`config.mk`:
```
export PLATFORM = sky130hd
export DESIGN_NAME = c16_tap_player
export DESIGN_NICKNAME = d
export VERILOG_FILES = /design/src/rtl/c16_tap_player.sv
export SDC_FILE = /design/constraint.sdc
export NUM_CORES = 1
export LEC_CHECK = 0
export CORE_UTILIZATION = 61
export CTS_CLUSTER_DIAMETER = 150
export DETAILED_ROUTE_END_ITERATION = 7
export PLACE_DENSITY = 0.78
export SYNTH_ARGS = -nofsm -noshare
export SYNTH_HDL_FRONTEND = slang
export SYNTH_SLANG_ARGS = --single-unit
```
`constraint.sdc`:
```
create_clock -name CLK28 -period 5.3 [get_ports CLK28]
set_clock_uncertainty 0.1 [all_clocks]
set_input_delay 1.06 -clock CLK28 [delete_from_list [all_inputs] [get_ports CLK28]]
set_output_delay 1.06 -clock CLK28 [all_outputs]
set_load 0.01 [all_outputs]
```
`src/rtl/c16_tap_player.sv`:
```
// c16_tap_player: buffers a streamed C16 TAP image and replays it as the datasette read signal.
// Define C16_TAP_HALFWAVE_EN to also accept version-2 images (one half-wave per pulse).
module c16_tap_player #(
    parameter int TICK_DIV   = 32,
    parameter int FIFO_DEPTH = 8
) (
    input  logic       CLK28,
    input  logic       RESET_N,
    input  logic       TAP_RESET,
    input  logic [7:0] DIN,
    input  logic       DIN_VALID,
    output logic       DIN_READY,
    input  logic       PLAY,
    input  logic       MOTOR,
    output logic       CASS_IN,
    output logic       CASS_AUD,
    output logic       SENSE,
    output logic       DONE,
    output logic       ERR
);
    localparam int AW = $clog2(FIFO_DEPTH);
    localparam int PW = (TICK_DIV > 1) ? $clog2(TICK_DIV) : 1;
    localparam logic [AW:0]   DEPTH_C = (AW+1)'(FIFO_DEPTH);
    localparam logic [PW-1:0] PMAX    = PW'(TICK_DIV - 1);
    localparam logic [95:0]   MAGIC   = "C16-TAPE-RAW";
`ifdef C16_TAP_HALFWAVE_EN
    localparam logic [7:0] VER_MAX = 8'd2;
`else
    localparam logic [7:0] VER_MAX = 8'd1;
`endif

    typedef enum logic [3:0] {S_HDR, S_FETCH, S_EXT1, S_EXT2, S_EXT3, S_LO, S_HI, S_END, S_ERR} state_t;

    state_t        state_q, state_d;
    logic [7:0]    mem_q [FIFO_DEPTH];
    logic [AW-1:0] wp_q, rp_q;
    logic [AW:0]   cnt_q;
    logic [PW-1:0] presc_q;
    logic [4:0]    hcnt_q, hcnt_d;
    logic [1:0]    ver_q, ver_d;
    logic [31:0]   size_q, size_d;
    logic [23:0]   dur_q, dur_d, pcnt_q, pcnt_d, d_new, d_eff;
    logic          lvl_q, lvl_d;
    logic          empty, full, wr, rd, run, tick, start, half, payload;
    logic [7:0]    b, magic_b;

    assign empty   = cnt_q == '0;
    assign full    = cnt_q == DEPTH_C;
    assign wr      = DIN_VALID & ~full & ~TAP_RESET;
    assign b       = mem_q[rp_q];
    assign run     = PLAY & MOTOR;
    assign tick    = run && presc_q == PMAX;
    assign magic_b = 8'(MAGIC >> {4'd11 - hcnt_q[3:0], 3'b000});
    assign d_eff   = (d_new == '0) ? 24'd1 : d_new;
`ifdef C16_TAP_HALFWAVE_EN
    assign half = ver_q == 2'd2;
`else
    assign half = 1'b0;
`endif

    always_ff @(posedge CLK28)
        if (wr) mem_q[wp_q] <= DIN;

    // TAP_RESET wins over a concurrent write: wr is already masked, pointers clear here
    always_ff @(posedge CLK28 or negedge RESET_N)
        if (!RESET_N) begin
            wp_q  <= '0;
            rp_q  <= '0;
            cnt_q <= '0;
        end else if (TAP_RESET) begin
            wp_q  <= '0;
            rp_q  <= '0;
            cnt_q <= '0;
        end else begin
            wp_q  <= wp_q + AW'(wr);
            rp_q  <= rp_q + AW'(rd);
            cnt_q <= cnt_q + (AW+1)'(wr) - (AW+1)'(rd);
        end

    always_ff @(posedge CLK28 or negedge RESET_N)
        if (!RESET_N) begin
            state_q <= S_HDR;
            hcnt_q  <= '0;
            ver_q   <= '0;
            size_q  <= '0;
            dur_q   <= '0;
            pcnt_q  <= '0;
            lvl_q   <= 1'b1;
            presc_q <= '0;
        end else if (TAP_RESET) begin
            state_q <= S_HDR;
            hcnt_q  <= '0;
            ver_q   <= '0;
            size_q  <= '0;
            dur_q   <= '0;
            pcnt_q  <= '0;
            lvl_q   <= 1'b1;
            presc_q <= '0;
        end else begin
            state_q <= state_d;
            hcnt_q  <= hcnt_d;
            ver_q   <= ver_d;
            size_q  <= size_d;
            dur_q   <= dur_d;
            pcnt_q  <= pcnt_d;
            lvl_q   <= lvl_d;
            presc_q <= tick ? '0 : presc_q + PW'(run);
        end

    always_comb begin
        state_d = state_q;
        hcnt_d  = hcnt_q;
        ver_d   = ver_q;
        size_d  = size_q;
        dur_d   = dur_q;
        pcnt_d  = pcnt_q;
        lvl_d   = lvl_q;
        rd      = 1'b0;
        start   = 1'b0;
        d_new   = '0;
        case (state_q)
            S_HDR: if (!empty) begin
                rd     = 1'b1;
                hcnt_d = hcnt_q + 5'd1;
                if (hcnt_q < 5'd12) state_d = (b == magic_b) ? S_HDR : S_ERR;
                else if (hcnt_q == 5'd12) begin
                    ver_d   = b[1:0];
                    state_d = (b <= VER_MAX) ? S_HDR : S_ERR;
                end else if (hcnt_q >= 5'd16) begin
                    size_d = {b, size_q[31:8]};
                    if (hcnt_q == 5'd19) state_d = (size_d == '0) ? S_END : S_FETCH;
                end
            end
            S_FETCH: if (run && !empty) begin
                rd     = 1'b1;
                size_d = size_q - 32'd1;
                if (b != 8'd0) begin
                    start = 1'b1;
                    d_new = {13'd0, b, 3'd0};
                end else if (ver_q == 2'd0) begin
                    start = 1'b1;
                    d_new = 24'd2048;
                end else if (size_q == 32'd1) start = 1'b1;
                else state_d = S_EXT1;
            end
            S_EXT1: if (run && !empty) begin
                rd      = 1'b1;
                size_d  = size_q - 32'd1;
                dur_d   = {16'd0, b};
                d_new   = dur_d;
                start   = size_q == 32'd1;
                state_d = S_EXT2;
            end
            S_EXT2: if (run && !empty) begin
                rd      = 1'b1;
                size_d  = size_q - 32'd1;
                dur_d   = {8'd0, b, dur_q[7:0]};
                d_new   = dur_d;
                start   = size_q == 32'd1;
                state_d = S_EXT3;
            end
            S_EXT3: if (run && !empty) begin
                rd     = 1'b1;
                size_d = size_q - 32'd1;
                d_new  = {b, dur_q[15:0]};
                start  = 1'b1;
            end
            S_LO: if (tick) begin
                pcnt_d = pcnt_q - 24'd1;
                if (pcnt_q == 24'd1) begin
                    state_d = S_HI;
                    pcnt_d  = dur_q - {1'b0, dur_q[23:1]};
                end
            end
            S_HI: if (tick) begin
                pcnt_d = pcnt_q - 24'd1;
                if (pcnt_q == 24'd1) state_d = (size_q == '0) ? S_END : S_FETCH;
            end
            S_END, S_ERR: rd = ~empty;
            default: state_d = S_HDR;
        endcase
        // a pulse with no low half (D=1) or a half-wave pulse goes straight to the high phase
        if (start) begin
            dur_d   = d_eff;
            pcnt_d  = (half || d_eff[23:1] == '0) ? d_eff : {1'b0, d_eff[23:1]};
            state_d = (half || d_eff[23:1] == '0) ? S_HI : S_LO;
            lvl_d   = half ? ~lvl_q : lvl_q;
        end
    end

    always_comb begin
        payload   = state_q inside {S_FETCH, S_EXT1, S_EXT2, S_EXT3, S_LO, S_HI};
        CASS_IN   = (state_q == S_LO) ? 1'b0 : (half && payload) ? lvl_q : 1'b1;
        CASS_AUD  = run & payload & CASS_IN;
        DONE      = state_q == S_END;
        ERR       = state_q == S_ERR;
        SENSE     = PLAY & ~DONE;
        DIN_READY = ~full;
    end
endmodule

```
==> impl_metrics.csv <==
group,metric,value,unit
sta,fmaxAchievable,230,MHz
run_status,status,"complete, no violations",
sta,finalHoldViolations,0,
floorplan,io_pins,20,
clock_tree,root_buffer,"clkbuf_16",
power,ir_worst_vdd,0.000346,V
yosys,synth-xor-area-share,3.75,%
layout,instances_no_fill,1467,
drt,wl,29.1,mm
clock_tree,ctsHoldBuffers,0,
placed_design,dpl_cell_area,11400,µm²
layout,fillers,1406,
layout,drive_above_1_share,6.76,%
floorplan,die-area,18500,µm²
clock_tree,clk_path_buf_depth,2,
drt,ant_nets,0,
sta,finalCritPeriodShare,82.0,%
power,cellLeakagePower,4.84,nW
clock_tree,cts.sinks,170,
drt,vias,9658,
sta,tns,0,ps
global_routing,grt_pass1_vias,9064,
clock_tree,postCtsResizedCells,0,
global_routing,grt.busiest_layer,"met2",
yosys,synth_warnings,0,
setup_path,cpMaxStageDelayCell,"clkdlybuf4s50_1",
placed_design,post-place-cells,1435,
global_routing,grt_max_degree,79,
setup_path,max_stage_delay,670,ps
setup_path,cp-end-kind,"output port",
global_routing,gr-total-overflow,0,
clock_tree,cts_buffers,17,
setup_path,path_delay_family,"buffers and inverters",
sta,tightestPinTransition,1050,ps
setup_path,cp.required,4140,ps
setup_path,worst_setup_path_start_kind,"input pin",
yosys,netlist.area_leader.share,24.2,%
yosys,synthMuxAreaShare,4.37,%
layout,mostFrequentLayoutCells,"nor2_1, dfrtp_1, a21oi_1",
sta,setup_violations,0,
sta,drv_slew,0,
placed_design,dpl.hpwl,20.1,mm
power,finalPower,6.35,mW
sta,fin_hold_ws,413,ps
yosys,synth_ff_type,"dfrtp_1",
setup_path,crit_fanout,10,
placed_design,port_buffers,19,
hold_path,hp-class,"reg2reg",
power,p_per_area,532,nW/µm²
global_routing,met3_usage,4.36,%
clock_tree,h-tree-depth,4,
yosys,syn_area,11000,µm²
yosys,yosys.area.top_type,"dfrtp_1",
clock_tree,clk_latency,440,ps
floorplan,core,17400,µm²
global_routing,grtUsageMet2,52.7,%
yosys,synthSimpleGateAreaFrac,20.2,%
global_routing,antenna_found_initial,0,
yosys,synthCells,1234,
sta,min_period,4350,ps
layout,design_area,11900,µm²
clock_tree,clkTransAtPathRegs,70,ps
floorplan,die_w,136,µm
setup_path,path_cells,"clkdlybuf4s50_1 -> nand2_1 -> buf_4 -> a2111oi_0 -> clkdlybuf4s50_1",
layout,syn_to_final_growth,8.69,%
floorplan,rows,48,
clock_tree,cts_setup_buffers,0,
yosys,synth_area_per_cell,8.90,µm²
global_routing,grtUsageTotal,33.0,%
yosys,seq_area_frac_synth,41.6,%
setup_path,cp.arrival,3190,ps
drt,avgViaCountPerCell,6.58,
setup_path,path_common_cell,"clkdlybuf4s50_1",
layout,final_common_cell,"nor2_1",
yosys,yosys-top-cells-area,"dfrtp_1, edfxtp_1, ha_1",
drt,wl_per_cell,19.9,µm
layout,insertedDiodeCount,0,
placed_design,gp_congestion,0.923,
drt,drc_errors,0,
yosys,synth_enable_flop_cells,64,
flow_run,drv_cap,0,
drt,drt-initial-drc-count,1151,
setup_path,crit_buf_inv,3,
yosys,async_flop_share,62.4,%
yosys,synth_compound_gate_area_share,19.9,%
layout,layout.nets,1294,
yosys,synthAdderAreaFrac,5.95,%
global_routing,grt_pass1_wl,47.0,mm
yosys,synth_seq_cells,170,
setup_path,rrSetupSlack,1000,ps
setup_path,crit_type,"in2out",
floorplan,start_util,63.1,%
floorplan,die_h,136,µm
sta,rsz0062_at_grt,"no",
sta,slew_headroom,29.8,%
drt,first_pass_iters,6,
yosys,synth_fp_nets,1299,
yosys,synth_top_family_by_area,"simple AND/OR/NAND/NOR gates",
clock_tree,cts_tree,"built",
global_routing,use_met1,45.2,%
yosys,ys_types,75,
where the power goes:
part	internal (mW)	total [mW]	leakage (nW)	switching (mW)
logic	1.20	3.23	2.54	2.03
clock network	0.636	1.24	0.289	0.609
registers	1.56	1.87	2.01	0.310
area by class of cell:
cell class	count	area (µm²)	share of cell area [%]
tap	225	282	2.36
inverter	56	210	1.76
timing repair buffer	37	318	2.66
multi-input combinational	947	5970	50.0
clock buffer	17	425	3.56
sequential	170	4570	38.3
clock inverter	15	161	1.35
registers in the layout, indices dropped and copies added, names as in the netlist:
signal / cells
wp_q: 3
cnt_q: 4
hcnt_q: 5
presc_q: 5
pcnt_q: 24
state_q: 4
dur_q: 24
ver_q: 2
mem_q: 64
size_q: 32
rp_q: 3
layer usage:
layer  part of all wire, %  vias to the layer above
met5                     0                        -
met4                   2.9                        0
met3                   7.4                       75
met2                    47                      436
met1                    43                     4625
li1                      -                     4522
worst register-to-register path: cells and delay by family, from the launching register on:
kind | cells | cell delay [ps]
AND/OR/NAND/NOR | 4 | 1870
AO/OA/AOI/OAI | 3 | 1360
flip-flops | 1 | 470
multiplexers | 1 | 400
synthesized netlist by cell type, drive strengths merged, types with 12 or more instances:
master / instances
ha: 49
o21ai: 107
mux2i: 30
a22oi: 12
dfrtp: 106
clkbuf: 49
nor4: 28
nand3: 37
a211oi: 19
nand2: 87
nor2: 151
a21o: 18
nor2b: 20
nand2b: 16
o22ai: 12
nor3: 52
inv: 56
edfxtp: 64
xor2: 21
a31oi: 18
buf: 12
a21oi: 108
xnor2: 26
kinds of logic (layout without fill, tap and decap cells):
kind of cell / Yosys count / in the layout
DFF: 170 / 170
AOI/OAI and AO/OA: 355 / 355
buffers and inverters: 117 / 125
adders and majority gates: 51 / 51
muxes: 40 / 40
and+or+nand+nor: 454 / 454
xor gates and xnor gates: 47 / 47
worst paths after layout:
kind                             from        end  cells past startpoint
setup / recovery                 PLAY   CASS_AUD                      5
hold / removal              dur_q[18]  dur_q[18]                      1
setup reg to reg           size_q[21]   dur_q[0]                      8
hold reg to reg             dur_q[18]  dur_q[18]                      1
max in group asynchronous     RESET_N  dur_q[18]                      2
min in group asynchronous     RESET_N    rp_q[1]                      1
metrics by stage:
stage | setup slack, ps | util, %
floorplan | 1970 | -
global placement | 893 | 65.2
detailed placement | 837 | 65.2
CTS | 947 | 68.5
global route | 881 | 68.5
finish | 953 | 68.5
(Power assumes the default switching activity.)
